**src/rtl/seq_game_if.sv**
```systemverilog
// seq_game_if: bundle between the game controller / keypad side and the
// memory-game engine. master drives sequence, start and keys; slave drives
// tone, status and result outputs back.
interface seq_game_if #(
    parameter int NOTE_W     = 4,
    parameter int MAX_LEN    = 8,
    parameter int MAX_MISSES = 3
);
    localparam int LEN_W = $clog2(MAX_LEN + 1);
    localparam int IDX_W = (MAX_LEN > 1) ? $clog2(MAX_LEN) : 1;
    localparam int LIV_W = $clog2(MAX_MISSES + 1);

    logic                      seq_wr;
    logic [NOTE_W*MAX_LEN-1:0] seq_data;
    logic                      start;
    logic                      key_valid;
    logic [NOTE_W-1:0]         key_data;
    logic [NOTE_W-1:0]         piezo_out;
    logic [NOTE_W-1:0]         led_out;
    logic                      playing;
    logic                      await_input;
    logic                      miss;
    logic [LEN_W-1:0]          round_len;
    logic [IDX_W-1:0]          input_index;
    logic [LIV_W-1:0]          lives;
    logic                      game_win;
    logic                      game_over;

    modport master (
        output seq_wr, seq_data, start, key_valid, key_data,
        input  piezo_out, led_out, playing, await_input, miss,
        input  round_len, input_index, lives, game_win, game_over
    );

    modport slave (
        input  seq_wr, seq_data, start, key_valid, key_data,
        output piezo_out, led_out, playing, await_input, miss,
        output round_len, input_index, lives, game_win, game_over
    );
endinterface

```
**src/rtl/seq_game_engine.sv**
```systemverilog
// seq_game_engine: memory-game core. Plays a growing prefix of a stored note
// sequence, then checks the player's key presses note by note.
// Ports: clk, reset (async, active high), bus (seq_game_if.slave):
//   in  seq_wr/seq_data, start, key_valid/key_data
//   out piezo_out/led_out, playing, await_input, miss, round_len,
//       input_index, lives, game_win, game_over
// Optional: define SEQ_GAME_TIMEOUT_EN to treat TIMEOUT_TICKS idle ticks in
// WAIT_KEY as a wrong key.
module seq_game_engine #(
    parameter int NOTE_W        = 4,
    parameter int MAX_LEN       = 8,
    parameter int START_LEN     = 3,
    parameter int TICK_DIV      = 3,
    parameter int NOTE_TICKS    = 3,
    parameter int GAP_TICKS     = 1,
    parameter int MAX_MISSES    = 3,
    parameter int TIMEOUT_TICKS = 64
) (
    input logic       clk,
    input logic       reset,
    seq_game_if.slave bus
);
    localparam int LEN_W = $clog2(MAX_LEN + 1);
    localparam int IDX_W = (MAX_LEN > 1) ? $clog2(MAX_LEN) : 1;
    localparam int LIV_W = $clog2(MAX_MISSES + 1);
    localparam int PRE_W = (TICK_DIV > 1) ? $clog2(TICK_DIV) : 1;
    localparam int TCK_W = $clog2(NOTE_TICKS + GAP_TICKS + 1);

    typedef enum logic [2:0] {
        S_IDLE,
        S_PLAY_ON,
        S_PLAY_OFF,
        S_WAIT_KEY,
        S_WIN,
        S_LOSE
    } state_t;

    state_t                    state, state_n;
    logic [NOTE_W*MAX_LEN-1:0] seq_q, seq_n;
    logic                      loaded, loaded_n;
    logic [PRE_W-1:0]          pre, pre_n;
    logic [TCK_W-1:0]          tcnt, tcnt_n;
    logic [IDX_W-1:0]          play_idx, play_idx_n;
    logic [IDX_W-1:0]          in_idx, in_idx_n;
    logic [LEN_W-1:0]          rlen, rlen_n;
    logic [LIV_W-1:0]          lives, lives_n;
    logic [NOTE_W-1:0]         tone, tone_n;
    logic                      miss, miss_n;
    logic                      win, win_n;
    logic                      over, over_n;

    logic [NOTE_W-1:0] notes [MAX_LEN];
    logic [IDX_W-1:0]  nxt_idx;
    logic              tick;
    logic              hit;
    logic              last_key;
    logic              last_play;
    logic              timeout;

    always_comb begin
        for (int i = 0; i < MAX_LEN; i++) begin
            notes[i] = seq_q[i*NOTE_W +: NOTE_W];
        end
    end

    assign tick      = (pre == PRE_W'(TICK_DIV - 1));
    assign nxt_idx   = play_idx + IDX_W'(1);
    assign hit       = (bus.key_data == notes[in_idx]);
    assign last_key  = (LEN_W'(in_idx) == rlen - LEN_W'(1));
    assign last_play = (LEN_W'(play_idx) == rlen - LEN_W'(1));

`ifdef SEQ_GAME_TIMEOUT_EN
    localparam int TO_W = $clog2(TIMEOUT_TICKS + 1);

    logic [TO_W-1:0] to_cnt;

    // Idle-tick counter; restarts on every press and outside WAIT_KEY.
    assign timeout = (state == S_WAIT_KEY) && !bus.key_valid && tick &&
                     (to_cnt == TO_W'(TIMEOUT_TICKS - 1));

    always_ff @(posedge clk or posedge reset) begin
        if (reset) begin
            to_cnt <= '0;
        end else if (state != S_WAIT_KEY || bus.key_valid || timeout) begin
            to_cnt <= '0;
        end else if (tick) begin
            to_cnt <= to_cnt + TO_W'(1);
        end
    end
`else
    assign timeout = 1'b0;
`endif

    always_ff @(posedge clk or posedge reset) begin
        if (reset) begin
            state    <= S_IDLE;
            seq_q    <= '0;
            loaded   <= 1'b0;
            pre      <= '0;
            tcnt     <= '0;
            play_idx <= '0;
            in_idx   <= '0;
            rlen     <= '0;
            lives    <= '0;
            tone     <= '0;
            miss     <= 1'b0;
            win      <= 1'b0;
            over     <= 1'b0;
        end else begin
            state    <= state_n;
            seq_q    <= seq_n;
            loaded   <= loaded_n;
            pre      <= pre_n;
            tcnt     <= tcnt_n;
            play_idx <= play_idx_n;
            in_idx   <= in_idx_n;
            rlen     <= rlen_n;
            lives    <= lives_n;
            tone     <= tone_n;
            miss     <= miss_n;
            win      <= win_n;
            over     <= over_n;
        end
    end

    always_comb begin
        state_n    = state;
        seq_n      = seq_q;
        loaded_n   = loaded;
        pre_n      = tick ? '0 : pre + PRE_W'(1);
        tcnt_n     = tcnt;
        play_idx_n = play_idx;
        in_idx_n   = in_idx;
        rlen_n     = rlen;
        lives_n    = lives;
        tone_n     = tone;
        miss_n     = 1'b0;
        win_n      = win;
        over_n     = over;

        unique case (state)
            S_IDLE, S_WIN, S_LOSE: begin
                // A sequence write takes priority over a same-cycle start.
                if (bus.seq_wr) begin
                    seq_n    = bus.seq_data;
                    loaded_n = 1'b1;
                end else if (bus.start && loaded) begin
                    state_n    = S_PLAY_ON;
                    rlen_n     = LEN_W'(START_LEN);
                    lives_n    = LIV_W'(MAX_MISSES);
                    play_idx_n = '0;
                    in_idx_n   = '0;
                    win_n      = 1'b0;
                    over_n     = 1'b0;
                    tone_n     = notes[0];
                    pre_n      = '0;
                    tcnt_n     = '0;
                end
            end

            S_PLAY_ON: begin
                if (tick) begin
                    if (tcnt == TCK_W'(NOTE_TICKS - 1)) begin
                        state_n = S_PLAY_OFF;
                        tcnt_n  = '0;
                        tone_n  = '0;
                    end else begin
                        tcnt_n = tcnt + TCK_W'(1);
                    end
                end
            end

            S_PLAY_OFF: begin
                if (tick) begin
                    if (tcnt == TCK_W'(GAP_TICKS - 1)) begin
                        tcnt_n = '0;
                        if (last_play) begin
                            state_n  = S_WAIT_KEY;
                            in_idx_n = '0;
                        end else begin
                            state_n    = S_PLAY_ON;
                            play_idx_n = nxt_idx;
                            tone_n     = notes[nxt_idx];
                        end
                    end else begin
                        tcnt_n = tcnt + TCK_W'(1);
                    end
                end
            end

            S_WAIT_KEY: begin
                if (bus.key_valid) begin
                    tone_n = bus.key_data;
                end
                if (bus.key_valid && hit) begin
                    if (!last_key) begin
                        in_idx_n = in_idx + IDX_W'(1);
                    end else if (rlen == LEN_W'(MAX_LEN)) begin
                        state_n = S_WIN;
                        win_n   = 1'b1;
                        tone_n  = '0;
                    end else begin
                        rlen_n     = rlen + LEN_W'(1);
                        state_n    = S_PLAY_ON;
                        play_idx_n = '0;
                        in_idx_n   = '0;
                        tone_n     = notes[0];
                        pre_n      = '0;
                        tcnt_n     = '0;
                    end
                end else if (bus.key_valid || timeout) begin
                    miss_n  = 1'b1;
                    lives_n = lives - LIV_W'(1);
                    if (lives == LIV_W'(1)) begin
                        state_n = S_LOSE;
                        over_n  = 1'b1;
                        tone_n  = '0;
                    end else begin
                        state_n    = S_PLAY_ON;
                        play_idx_n = '0;
                        in_idx_n   = '0;
                        tone_n     = notes[0];
                        pre_n      = '0;
                        tcnt_n     = '0;
                    end
                end
            end

            default: state_n = S_IDLE;
        endcase
    end

    assign bus.piezo_out   = tone;
    assign bus.led_out     = tone;
    assign bus.playing     = (state == S_PLAY_ON) || (state == S_PLAY_OFF);
    assign bus.await_input = (state == S_WAIT_KEY);
    assign bus.miss        = miss;
    assign bus.round_len   = rlen;
    assign bus.input_index = in_idx;
    assign bus.lives       = lives;
    assign bus.game_win    = win;
    assign bus.game_over   = over;
endmodule
```
**src/flat_wrapper.sv**
```systemverilog
// flat-port wrapper written by rule: the top's interface ports become plain ports
module seq_game_engine_flat 
#(
    parameter int NOTE_W        = 4,
    parameter int MAX_LEN       = 8,
    parameter int START_LEN     = 3,
    parameter int TICK_DIV      = 3,
    parameter int NOTE_TICKS    = 3,
    parameter int GAP_TICKS     = 1,
    parameter int MAX_MISSES    = 3,
    parameter int TIMEOUT_TICKS = 64
)
  (clk, reset, bus_seq_wr, bus_seq_data, bus_start, bus_key_valid, bus_key_data, bus_piezo_out, bus_led_out, bus_playing, bus_await_input, bus_miss, bus_round_len, bus_input_index, bus_lives, bus_game_win, bus_game_over);
  seq_game_if #(.NOTE_W(NOTE_W), .MAX_LEN(MAX_LEN), .MAX_MISSES(MAX_MISSES)) bus_i ();
  input logic clk;
  input logic reset;
  input wire logic [$bits(bus_i.seq_wr)-1:0] bus_seq_wr;
  input wire logic [$bits(bus_i.seq_data)-1:0] bus_seq_data;
  input wire logic [$bits(bus_i.start)-1:0] bus_start;
  input wire logic [$bits(bus_i.key_valid)-1:0] bus_key_valid;
  input wire logic [$bits(bus_i.key_data)-1:0] bus_key_data;
  output wire logic [$bits(bus_i.piezo_out)-1:0] bus_piezo_out;
  output wire logic [$bits(bus_i.led_out)-1:0] bus_led_out;
  output wire logic [$bits(bus_i.playing)-1:0] bus_playing;
  output wire logic [$bits(bus_i.await_input)-1:0] bus_await_input;
  output wire logic [$bits(bus_i.miss)-1:0] bus_miss;
  output wire logic [$bits(bus_i.round_len)-1:0] bus_round_len;
  output wire logic [$bits(bus_i.input_index)-1:0] bus_input_index;
  output wire logic [$bits(bus_i.lives)-1:0] bus_lives;
  output wire logic [$bits(bus_i.game_win)-1:0] bus_game_win;
  output wire logic [$bits(bus_i.game_over)-1:0] bus_game_over;
  assign bus_i.seq_wr = bus_seq_wr;
  assign bus_i.seq_data = bus_seq_data;
  assign bus_i.start = bus_start;
  assign bus_i.key_valid = bus_key_valid;
  assign bus_i.key_data = bus_key_data;
  assign bus_piezo_out = bus_i.piezo_out;
  assign bus_led_out = bus_i.led_out;
  assign bus_playing = bus_i.playing;
  assign bus_await_input = bus_i.await_input;
  assign bus_miss = bus_i.miss;
  assign bus_round_len = bus_i.round_len;
  assign bus_input_index = bus_i.input_index;
  assign bus_lives = bus_i.lives;
  assign bus_game_win = bus_i.game_win;
  assign bus_game_over = bus_i.game_over;
  seq_game_engine #(.NOTE_W(NOTE_W), .MAX_LEN(MAX_LEN), .START_LEN(START_LEN), .TICK_DIV(TICK_DIV), .NOTE_TICKS(NOTE_TICKS), .GAP_TICKS(GAP_TICKS), .MAX_MISSES(MAX_MISSES), .TIMEOUT_TICKS(TIMEOUT_TICKS)) u_core (.clk(clk), .reset(reset), .bus(bus_i));
endmodule
```
**config.mk**
```make
export PLATFORM = sky130hd
export DESIGN_NAME = seq_game_engine_flat
export DESIGN_NICKNAME = d
export VERILOG_FILES = /design/src/rtl/seq_game_if.sv /design/src/rtl/seq_game_engine.sv /design/src/flat_wrapper.sv
export SDC_FILE = /design/constraint.sdc
export NUM_CORES = 1
export LEC_CHECK = 0
export ABC_CLOCK_PERIOD_IN_PS = 3100
export CAP_MARGIN = 10
export CORE_MARGIN = 3
export CORE_UTILIZATION = 53
export DETAILED_ROUTE_END_ITERATION = 10
export PLACE_DENSITY = 0.78
export RECOVER_POWER = 100
export SLEW_MARGIN = 20
export SYNTH_ARGS = -nofsm -noshare
export SYNTH_HDL_FRONTEND = slang
export SYNTH_SLANG_ARGS = --single-unit
export TNS_END_PERCENT = 100
```
**constraint.sdc**
```tcl
create_clock -name clk -period 3.1 [get_ports clk]
set_clock_uncertainty 0.1 [all_clocks]
set_input_delay 0.62 -clock clk [delete_from_list [all_inputs] [get_ports clk]]
set_output_delay 0.62 -clock clk [all_outputs]
set_load 0.02 [all_outputs]
```
# Yosys cells after proc, flatten, opt, wreduce, memory -nomap -nowiden
# Index checks and enable logic that the tools add are counted.
op_classes:
  mux: 88
  n_reduce_logical: 19
  add_sub_neg: 7
  n_eq_ne: 32
  magnitude_cmp: 2
  bitwise_logic: 2
op_table:
  columns: ["operator", "n"]
  rows:
  - ["$mux 3", 30]
  - ["$mux 4", 22]
  - ["$mux 2", 13]
  - ["$bmux 4 s3", 2]
  - ["$pmux 3 s4", 2]
  - ["$ne 2x1->1 const B", 10]
  - ["$pmux 3 s3", 2]
  - ["$reduce_and 6->1", 3]
  - ["$reduce_and 9->1", 2]
  - ["$pmux 4 s4", 1]
  - ["$reduce_and 8->1", 2]
  - ["$mux 1", 11]
  - ["$ne 2x2->1 const B", 5]
  - ["$reduce_and 10->1", 1]
  - ["$add 3x1->3 const B", 3]
  - ["$eq 3x2->1 const B", 3]
  - ["$ne 3x2->1 const B", 3]
  - ["$eq 3x4->1", 2]
  - ["$ge 4x4->1 const B", 2]
  - ["$not 3->4", 2]
  - ["$pmux 2 s2", 2]
  - ["$pmux 4 s2", 1]
  - ["$eq 3x3->1 const B", 2]
  - ["$logic_not 3->1", 2]
  - ["other kinds (20)", 22]
word_totals:
  register_bits: 60
  input_bits: 41
  word_cells: 163
  out_inout_bits: 22

# Longest topological paths before layout
# Gate-level depths: netlist of the first run.
depth:
  word_depth: 9
  mapped_depth: 10
  mapped_depth_nobuf: 9

# Worst setup path after synthesis of the first run
# OpenSTA, ideal clock, no wires.
synth_path:
  kind: "reg-to-reg"
  from: "register u_core.in_idx[1], in the netlist u_core.bus.input_index[1]"
  to: "register u_core.tone[0], in the netlist u_core.bus.led_out[0]"
  slack_ns: 0.440
  period_less_slack_ns: 2.660
  path_stages_with_launch: 11
  setup_time_ns: 0.127
  arrival_time_ns: 2.433
  n_path_buf: 3
  cell_sequence: "dfrtp_1 -> buf_6 -> buf_8 -> mux2i_1 -> mux4_2 -> xor2_1 -> nand4_2 -> buf_6 -> mux2_4 -> a221oi_1 -> nor2_1"
synth_between:
  elab_chain_cells: 8
  word_cells_on_any_way: 10
  cone_classes: "eq/ne: 2; mux: 6; bitwise: 1; reduce/logical: 1"
synth_rtl:
  columns: ["item", "line", "rtl"]
  rows:
  - ["from (decl)", "seq_game_engine.sv:44", "logic [IDX_W-1:0] in_idx, in_idx_n;"]
  - ["from (signal assigned)", "seq_game_engine.sv:116", "in_idx <= in_idx_n;"]
  - ["$not 3->4 (implied by the code)", "seq_game_engine.sv:68", "assign hit = (bus.key_data == notes[in_idx]);"]
  - ["$bmux 4 s3", "seq_game_engine.sv:68", null]
  - ["$mux 4 (implied by the code) (2 in series)", "seq_game_engine.sv:68", null]
  - ["$eq 4x4->1", "seq_game_engine.sv:68", null]
  - ["$logic_and 1x1->1", "seq_game_engine.sv:195", "if (bus.key_valid && hit) begin"]
  - ["$mux 4 (*)", "seq_game_engine.sv:195", null]
  - ["$pmux 4 s4 (*)", "seq_game_engine.sv:141", "unique case (state)"]
  - ["to (signal assigned)", "seq_game_engine.sv:119", "tone <= tone_n;"]
  - ["to (decl)", "seq_game_engine.sv:47", "logic [NOTE_W-1:0] tone, tone_n;"]
# Mark *: on every way between the ends. The rest lies on a longest branch, timed or not. The select of a mux whose other input is x is not followed.
# A chain may end at the register's enable or synchronous reset.

# Worst setup path after layout of the first run
layout_path:
  from: "register u_core.in_idx[1], in the netlist u_core.bus.input_index[1]"
  to: "register u_core.state[0]"
layout_between:
  elab_chain_cells: 8
  word_cells_on_any_way: 12
  cone_classes: "eq/ne: 4; mux: 5; bitwise: 1; reduce/logical: 2"
layout_rtl:
  columns: ["item", "line", "rtl"]
  rows:
  - ["$not 3->4 (implied by the code)", "seq_game_engine.sv:68", null]
  - ["$bmux 4 s3", "seq_game_engine.sv:68", null]
  - ["$mux 4 (implied by the code) (2 in series)", "seq_game_engine.sv:68", null]
  - ["$eq 4x4->1", "seq_game_engine.sv:68", null]
  - ["$logic_and 1x1->1", "seq_game_engine.sv:195", null]
  - ["$ne 3x2->1 (no source line) or $mux 3 (tied branches)", null, null]
  - ["$reduce_and 8->1 (no source line) or $pmux 3 s4 (tied branches)", null, null]
  - ["to (signal assigned)", "seq_game_engine.sv:110", "state <= state_n;"]
  - ["to (decl)", "seq_game_engine.sv:38", "state_t state, state_n;"]
# Several ways; a longest one is shown, not always the timed one. The select of a mux whose other input is x is not followed.

==> results.toml, run 1 <==
[cts]
clk_pin_slew_ns = 0.07
cts_tree = "built"
clockRootBuffer = "sky130_fd_sc_hd__clkbuf_8"
cts_buffers = 9
post_cts_resized = 0
clkSinkCount = 60
ctsHtreeMaxLevel = 3
post_cts.repair.setup_buffers = 0
clock_path_buffers = 2
cts.hold.buffers_added = 0
insertion_delay_of_the_later_clocked_pin_in_the_worst_skew_pair_ns = 0.35

[synthesis]
synthTopCellsByCount = "sky130_fd_sc_hd__dfrtp_1, sky130_fd_sc_hd__mux2_2, sky130_fd_sc_hd__mux2i_1"
yosysTopAreaCellShare_pct = 41.6
synth_area_um2 = 3610
synth.distinct_cells = 53
synth-async-reset-ratio_pct = 100
synth_top_area_cells = "sky130_fd_sc_hd__dfrtp_1, sky130_fd_sc_hd__mux2_2, sky130_fd_sc_hd__mux2i_1, sky130_fd_sc_hd__mux4_2, sky130_fd_sc_hd__ha_1"
synth.avg_cell_area_um2 = 11.1
ys_seq_elements = 60
synth_cells = 326
synthDominantAreaCellType = "sky130_fd_sc_hd__dfrtp_1"
seq_total_area_yosys_pct = 41.6
dominantRegCellSynth = "sky130_fd_sc_hd__dfrtp_1"
post_synth_edffs = 0
yosys.cell_count.top_type = "sky130_fd_sc_hd__dfrtp_1"
yosysWarnings = 0
synth_fp_nets = 375

[sta]
clock.fmax_mhz = 359
timing.final.crit_period_ns = 2.78
finalMaxSlewViolations = 0
finalCritPeriodShare_pct = 89.7
relSlewSlack_pct = 32.3
timing_hold_violations_final = 0
number_of_endpoints_failing_setup_at_the_final_stage = 0
rsz_0062_raised_after_global_routing = "no"
worstMarginPinSlew_ns = 1.01
finalSetupTns_ns = 0

[cells_and_area]
post-route-util_pct = 69.1
syn_to_final_growth_pct = 24.2
drive_gt1_share_pct = 18.9
layoutNonFillerInstCount = 473
n_antenna_cell = 0
nFillCells = 513
num-nets-final = 440

[critical_path]
worst_setup_path_end_kind = "register"
crit-reg2reg-launch = "u_core.bus.input_index[1]"
path_buf_inv = 2
critPathSlowestCell = "sky130_fd_sc_hd__mux4_2"
critPathLaunch = "u_core.bus.input_index[1]"
critical_path.top_delay_family = "compound AO/OA/AOI/OAI gates"
crit_path_cell_trace = "buf_12 > mux2i_1 > mux4_2 > xor2_1 > nand4_2 > clkbuf_1 > o21ai_0 > nor3b_1 > a21oi_1"
worst-endpoint-arrival_ns = 2.94
worst_ep_required_time_ns = 3.26
setup.worst_path.class = "reg -> reg"
timing.critical_path.from_type = "register"
max_stage_delay_ns = 0.49
largest_fanout_of_any_net_on_the_critical_path = 15

[floorplanning]
boundaryPins = 63
initial_core_util_pct = 55.6
core-area_um2 = 6490
placementRows = 29
die_y_um = 88.6
design.die.area_um2 = 7840
die-width_um = 88.6

[drt]
routed_wire_length_per_instance_um = 17.3
via_total_after_detailed_routing = 2801
remaining_drc_errors = 0
initialDrtViolationCount = 124
sum_of_routed_wire_length_over_all_layers_um = 8190
drt-vias-per-instance = 5.92
ant_nets = 0
total_iterations_of_the_first_detailed_routing_run = 4

[power]
max-vdd-ir-drop_mv = 0.454
power.density_cell_area_nw_per_um2 = 983
static-leakage-power_nw = 1.88

[placed_design]
routability_driven_placement_congestion_ratio = 0.974
dpl.hpwl_um = 6360
dp_cells = 457
port-buffer-count = 62

[min_path]
worst_hold_path_type = "reg -> reg"
timing.hold.worst.start = "u_core.pre[0]"

[global_routing]
grt_pass1_vias = 2798
maximum_number_of_pins_on_one_net_before_global_route_repair = 35
grtUsageTotal_pct = 23.4
grt_antenna_before_repair = 0
overflow_left_after_global_routing = 0
grt_pass1_wl_um = 13800

[job]
maxCapViolations = 0

[outcome]
status = "complete, no violations"
==> per-stage QoR <==
step                power, mW  hold WS [ns]  worst slack [ns]  cell area [um2]
finish                   4.41         0.346             0.318             4490
global route             4.76         0.371            0.0883             4490
CTS                      4.51         0.345             0.344             4520
detailed placement       3.79         0.339             0.213             4320
global placement         3.74         0.329             0.271             4320
floorplan                3.11         0.314             0.440             3610
==> cell families (layout without fill, tap and decap cells) <==
logic type / count (synthesis) / in the layout / synth area share, %
flip-flops: 60 / 60 / 41.6
XOR/XNOR: 13 / 13 / 3.15
multiplexers: 73 / 73 / 25.7
AO/OA/AOI/OAI: 52 / 52 / 9.04
AND/OR/NAND/NOR: 89 / 89 / 13.4
buffers and inverters: 31 / 101 / 4.47
adder cells (fa/ha/maj): 8 / 8 / 2.77
==> cells in the final DEF (no fill, tap or decap), types with 5 or more instances in the layout <==
cell type                         count
sky130_fd_sc_hd__inv_1               12
sky130_fd_sc_hd__dlygate4sd3_1       23
sky130_fd_sc_hd__xor2_1               7
sky130_fd_sc_hd__mux2_2              32
sky130_fd_sc_hd__a21oi_1             10
sky130_fd_sc_hd__nor3_1               5
sky130_fd_sc_hd__nand2b_1             5
sky130_fd_sc_hd__nor2b_1              7
sky130_fd_sc_hd__nor2_1              21
sky130_fd_sc_hd__clkbuf_8            10
sky130_fd_sc_hd__buf_4                7
sky130_fd_sc_hd__ha_1                 8
sky130_fd_sc_hd__nand2_1             18
sky130_fd_sc_hd__clkdlybuf4s50_1     39
sky130_fd_sc_hd__mux4_2              12
sky130_fd_sc_hd__xnor2_1              6
sky130_fd_sc_hd__dfrtp_1             60
sky130_fd_sc_hd__o21ai_0             20
sky130_fd_sc_hd__mux2i_1             27
==> final timing paths <==
kind / depth (start not counted) / endpoint / slack [ns]
min in group asynchronous: 2 / u_core.seq_q[7] / 0.85
max in group asynchronous: 3 / u_core.play_idx[2] / 0.69
worst max register to register: 9 / u_core.state[0] / 0.32
worst min-delay path: 1 / u_core.pre[0] / 0.35
worst min register to register: 1 / u_core.pre[0] / 0.35
worst max-delay path: 9 / u_core.state[0] / 0.32
==> cell type report <==
cell class | count | area (um2) | area share (%)
clock buffers | 12 | 145 | 3.23
clock inverters | 4 | 48.8 | 1.09
inverters | 12 | 45.0 | 1.00
multi-input cells | 235 | 1940 | 43.3
flip-flops and latches | 60 | 1500 | 33.5
well taps | 77 | 96.3 | 2.15
repair buffers | 73 | 707 | 15.8
==> where the power goes <==
part           internal, mW  switching (mW)
combinational          1.12            1.11
clock                 0.392           0.310
sequential             1.13           0.352
==> registers in the layout, indices dropped and copies added (netlist names), 2 cells and up <==
signal	count
u_core.seq_q	32
u_core.tcnt	3
u_core.bus.led_out	4
u_core.bus.round_len	4
u_core.state	3
u_core.pre	2
u_core.play_idx	3
u_core.bus.input_index	3
u_core.bus.lives	2
==> layer usage <==
layer | routed length (um) | track usage, % | vias up
met4 | 153 | 9.48 | 0
met5 | 0 | 0 | -
met1 | 3590 | 30.2 | 1381
li1 | - | - | 1316
met2 | 3990 | 37.5 | 91
met3 | 465 | 6.52 | 13
(Power assumes the default switching activity.)
==> run 2, diff against run 1 <==
--- a/config.mk
+++ b/config.mk
@@ -12,6 +12,7 @@
 export DETAILED_ROUTE_END_ITERATION = 10
 export PLACE_DENSITY = 0.78
 export RECOVER_POWER = 100
+export REMOVE_ABC_BUFFERS = 1
 export SLEW_MARGIN = 20
 export SYNTH_ARGS = -nofsm -noshare
 export SYNTH_HDL_FRONTEND = slang
==> results.toml, run 2 (same netlist as run 1, synthesis figures left out) <==
[cts]
clkSinkCount = 60
clock_path_buffers = 2
ctsHtreeMaxLevel = 3
cts.hold.buffers_added = 0
cts_tree = "built"
cts_buffers = 9
post_cts.repair.setup_buffers = 0
clockRootBuffer = "sky130_fd_sc_hd__clkbuf_8"
insertion_delay_of_the_later_clocked_pin_in_the_worst_skew_pair_ns = 0.35
post_cts_resized = 0
clk_pin_slew_ns = 0.07

[power]
report.power.total_mw = 4.42
cell_internal_pwr_mw = 2.67
power_switching_mw = 1.75
power_frac_comb_pct = 50.5
sequentialPowerShare_pct = 33.2
clkPwrFrac_pct = 16.3
max-vdd-ir-drop_mv = 0.444
swShare_pct = 39.6
power.density_cell_area_nw_per_um2 = 983
static-leakage-power_nw = 1.88

[outcome]
status = "complete, no violations"

[floorplanning]
die_y_um = 88.6
boundaryPins = 63
core-area_um2 = 6490
initial_core_util_pct = 55.6
placementRows = 29
design.die.area_um2 = 7840
die-width_um = 88.6

[sta]
rsz_0062_raised_after_global_routing = "no"
timing_hold_violations_final = 0
relSlewSlack_pct = 32.7
final_critical_path_setup_slack_ns = 0.289
finalCritPeriodShare_pct = 90.7
number_of_endpoints_failing_setup_at_the_final_stage = 0
worstMarginPinSlew_ns = 1.01
finalMaxSlewViolations = 0
clock.fmax_mhz = 356
timing.final.crit_period_ns = 2.81
finalSetupTns_ns = 0

[cells_and_area]
commonest_non_fill_non_tap_cells_in_the_layout = "sky130_fd_sc_hd__dfrtp_1, sky130_fd_sc_hd__clkdlybuf4s50_1, sky130_fd_sc_hd__mux2_2"
drive_gt1_share_pct = 18.7
most_common_cell_after_layout_fill_and_taps_aside = "sky130_fd_sc_hd__dfrtp_1"
n_antenna_cell = 0
num-nets-final = 440
syn_to_final_growth_pct = 24.3
register_with_the_most_flip_flops = "u_core.seq_q"
post-route-util_pct = 69.1
largest_reg_flops = 32
layoutNonFillerInstCount = 473

[critical_path]
rrSetupSlack_ns = 0.30
largest_fanout_of_any_net_on_the_critical_path = 13
critPathCapture = "bus_await_input"
crit-reg2reg-launch = "u_core.bus.input_index[1]"
critical_path.reg2reg.endpoint = "u_core.tcnt[0]"
critPathLaunch = "u_core.state[0]"
worst_ep_required_time_ns = 2.38
setup.worst_path.class = "reg -> out"
worst-endpoint-arrival_ns = 2.09
ff2ff_path_depth = 9
timing.critical_path.from_type = "register"
worst_setup_path_end_kind = "output pin"

[placed_design]
dp_cells = 457
port-buffer-count = 62
routability_driven_placement_congestion_ratio = 0.911
dpl.hpwl_um = 6160
placement.setup.worst_slack_ns = 0.169

[drt]
via_total_after_detailed_routing = 2788
initialDrtViolationCount = 151
ant_nets = 0
sum_of_routed_wire_length_over_all_layers_um = 8170
total_iterations_of_the_first_detailed_routing_run = 4
drt-vias-per-instance = 5.89
remaining_drc_errors = 0
routed_wire_length_per_instance_um = 17.3

[global_routing]
grt_antenna_before_repair = 0
grt_pass1_vias = 2822
maximum_number_of_pins_on_one_net_before_global_route_repair = 35
overflow_left_after_global_routing = 0
grtUsageTotal_pct = 23.4
grt_pass1_wl_um = 13900

[job]
maxCapViolations = 0

[min_path]
worst_hold_path_type = "reg -> reg"
run 2: cell count changes in the layout (fill, tap and decap cells not counted):
| cell | change |
|---|---|
| sky130_fd_sc_hd__clkinv_4 | -1 |
| sky130_fd_sc_hd__clkbuf_8 | +1 |
| sky130_fd_sc_hd__dlygate4sd3_1 | +1 |
| sky130_fd_sc_hd__clkinv_2 | -2 |
| sky130_fd_sc_hd__clkbuf_1 | +2 |
| sky130_fd_sc_hd__mux2_2 | +1 |
| sky130_fd_sc_hd__mux2_1 | -1 |
| sky130_fd_sc_hd__clkdlybuf4s50_1 | -1 |
run 2: critical path: stages, from the launching register on:
cell and delay (ns):
sky130_fd_sc_hd__dfrtp_1 0.54, sky130_fd_sc_hd__nand3b_1 0.12, sky130_fd_sc_hd__buf_4 0.18, sky130_fd_sc_hd__inv_1 0.19
sky130_fd_sc_hd__dlygate4sd3_1 0.71
run 2: worst min-delay path by stage:
stage	from	end	slack [ns]	depth (start not counted)
after floorplan	u_core.pre[0]	u_core.pre[0]	0.31	1
after global placement	u_core.pre[0]	u_core.pre[0]	0.33	1
after detailed placement	u_core.pre[0]	u_core.pre[0]	0.34	1
after CTS	u_core.pre[0]	u_core.pre[0]	0.35	1
after global routing	u_core.pre[0]	u_core.pre[0]	0.38	1
final	u_core.pre[0]	u_core.pre[0]	0.35	1
run 2: final cells by class:
type | instances | area (um2)
tap | 77 | 96.3
clock inverter | 1 | 30.0
clock buffer | 15 | 166
sequential | 60 | 1500
fill | 493 | 2000
timing repair buffer | 73 | 707
inverter | 12 | 45.0
multi-input combinational | 235 | 1940
run 2: routing by layer:
metal  global-route usage (%)  part of all wire (%)  vias up
li1                         -                     -     1323
met1                     31.1                    45     1347
met2                     37.7                    48      102
met3                     5.77                   5.8       16
met4                     7.97                   1.8        0
met5                        0                     0        -
run 2: per-stage QoR:
step	hold slack (ns)	cell area (um2)
after floorplan	0.314	3500
after global placement	0.326	4320
after detailed placement	0.341	4320
after CTS	0.350	4520
after global routing	0.378	4490
final	0.352	4490
run 2: power groups by stage:
stage | clock network, mW | registers (mW) | logic, mW
finish | 0.720 | 1.47 | 2.23
global route | 0.766 | 1.53 | 2.47
CTS | 0.726 | 1.47 | 2.31
detailed placement | 0 | 1.48 | 2.30
global placement | 0 | 1.46 | 2.24
floorplan | 0 | 1.52 | 1.50
==> run 3, diff against run 2 <==
--- a/config.mk
+++ b/config.mk
@@ -6,12 +6,11 @@
 export NUM_CORES = 1
 export LEC_CHECK = 0
 export ABC_CLOCK_PERIOD_IN_PS = 3100
-export CAP_MARGIN = 10
+export CAP_MARGIN = 40
 export CORE_MARGIN = 3
 export CORE_UTILIZATION = 53
 export DETAILED_ROUTE_END_ITERATION = 10
 export PLACE_DENSITY = 0.78
-export RECOVER_POWER = 100
 export REMOVE_ABC_BUFFERS = 1
 export SLEW_MARGIN = 20
 export SYNTH_ARGS = -nofsm -noshare
==> results.toml, run 3 (same netlist as run 1, synthesis figures left out) <==
[outcome]
status = "complete, no violations"

[sta]
worstMarginPinSlew_ns = 0.604
finalSetupTns_ns = 0
number_of_endpoints_failing_setup_at_the_final_stage = 0
timing.hold.ws_ns = 0.349
relSlewSlack_pct = 59.3
timing.final.crit_period_ns = 2.83
timing_hold_violations_final = 0
finalCritPeriodShare_pct = 91.3
clock.fmax_mhz = 353
rsz_0062_raised_after_global_routing = "no"
finalMaxSlewViolations = 0

[global_routing]
maximum_number_of_pins_on_one_net_before_global_route_repair = 35
grt_pass1_vias = 2822
overflow_left_after_global_routing = 0
grt_pass1_wl_um = 13900
grt_antenna_before_repair = 0
grtUsageTotal_pct = 23.4

[cts]
post_cts_resized = 0
clock_path_buffers = 2
cts.hold.buffers_added = 0
insertion_delay_of_the_later_clocked_pin_in_the_worst_skew_pair_ns = 0.34
post_cts.repair.setup_buffers = 0
cts_tree = "built"
clockRootBuffer = "sky130_fd_sc_hd__clkbuf_8"
clk_pin_slew_ns = 0.07
ctsHtreeMaxLevel = 3
cts_buffers = 9
clkSinkCount = 60

[placed_design]
post_dp_cell_area_um2 = 4320
dpl.hpwl_um = 6160
routability_driven_placement_congestion_ratio = 0.911
port-buffer-count = 62

[drt]
met2RoutedLength_um = 3880
initialDrtViolationCount = 169
via_total_after_detailed_routing = 2793
dr_top_layer = "met4"
routed_wire_length_per_instance_um = 17.3
met3RoutedLength_um = 506
total_iterations_of_the_first_detailed_routing_run = 5
remaining_drc_errors = 0
ant_nets = 0
sum_of_routed_wire_length_over_all_layers_um = 8180
drt-vias-per-instance = 5.90
detail_route.wirelength.met1_um = 3650

[power]
power_frac_comb_pct = 51.2
max-vdd-ir-drop_mv = 0.444
power.density_cell_area_nw_per_um2 = 994
power_switching_mw = 1.76
sequentialPowerShare_pct = 32.8
clkPwrFrac_pct = 16.0
cell_internal_pwr_mw = 2.73
static-leakage-power_nw = 1.87
swShare_pct = 39.3

[cells_and_area]
drive_gt1_share_pct = 19.7
syn_to_final_growth_pct = 25.0
commonest_non_fill_non_tap_cells_in_the_layout = "sky130_fd_sc_hd__clkdlybuf4s50_1, sky130_fd_sc_hd__dfrtp_1, sky130_fd_sc_hd__mux2_2"
n_antenna_cell = 0
most_common_cell_after_layout_fill_and_taps_aside = "sky130_fd_sc_hd__clkdlybuf4s50_1"
layout.cell_area.non_filler_um2 = 4520
register_with_the_most_flip_flops = "u_core.seq_q"
nFillCells = 487
num-nets-final = 440
largest_reg_flops = 32
post-route-util_pct = 69.6

[floorplanning]
die_y_um = 88.6
core-area_um2 = 6490
boundaryPins = 63
placementRows = 29
design.die.area_um2 = 7840
die-width_um = 88.6
initial_core_util_pct = 55.6

[critical_path]
largest_fanout_of_any_net_on_the_critical_path = 15
worst_ep_required_time_ns = 3.25
rrSetupSlack_ns = 0.27
critPathSlowestCell = "sky130_fd_sc_hd__mux4_2"
worst-endpoint-arrival_ns = 2.98
max_stage_delay_ns = 0.51
timing.critical_path.from_type = "register"
worst_setup_path_end_kind = "register"
setup.worst_path.class = "reg -> reg"
crit_path_cell_trace = "buf_12 > inv_1 > mux4_2 > xor2_1 > nand4_2 > buf_4 > mux2_2 > nand2_1 > mux2i_1"

[job]
maxCapViolations = 0

[min_path]
worst_hold_path_type = "reg -> reg"
run 3: cell types whose count changed in the layout (fill, tap and decap cells not counted), sizes merged:
cell and change:
buf +3, clkbuf -3, clkdlybuf4s50 +24, dlygate4sd3 -24
run 3: critical path, delay by kind of cell, from the launching register on:
family                    cells  cell delay, ns
xor gates and xnor gates      1            0.23
buffers and inverters         3            0.50
DFF                           1            0.42
muxes                         3            1.06
and+or+nand+nor               2            0.42
run 3: per-stage QoR:
stage               power, mW  setup WS [ns]  instances
floorplan                3.02          0.252        307
global placement         3.70          0.226        457
detailed placement       3.78          0.169        457
CTS                      4.50          0.248        473
global route             4.83          0.111        473
finish                   4.49          0.271        473
run 3: final timing paths:
| kind | startpoint | cells after the start | to |
|---|---|---|---|
| worst max-delay path | u_core.bus.input_index[1] | 9 | u_core.tcnt[0] |
| worst min-delay path | u_core.pre[0] | 1 | u_core.pre[0] |
| worst max register to register | u_core.bus.input_index[1] | 9 | u_core.tcnt[0] |
| worst min register to register | u_core.pre[0] | 1 | u_core.pre[0] |
| max in group asynchronous | reset | 3 | u_core.tcnt[0] |
| min in group asynchronous | reset | 2 | u_core.seq_q[21] |
run 3: per-layer routing:
metal / global-route usage (%) / vias to the layer above
met1: 31.1 / 1342
met5: 0 / -
li1: - / 1321
met4: 7.97 / 0
met2: 37.7 / 114
met3: 5.77 / 16
run 3: layout make-up:
class                   count  area (um2)  area share (%)
clock inverters             1        30.0           0.665
flip-flops and latches     60        1500            33.2
multi-input cells         235        1950            43.2
repair buffers             73         728            16.1
inverters                  12        45.0           0.997
clock buffers              15         166            3.68
well taps                  77        96.3            2.13
run 3: power by group through the flow:
stage	Sequential (mW)	Clock, mW	Combinational, mW
after floorplan	1.52	0	1.50
after global placement	1.46	0	2.24
after detailed placement	1.48	0	2.30
after CTS	1.47	0.726	2.31
after global routing	1.53	0.766	2.54
final	1.47	0.720	2.30
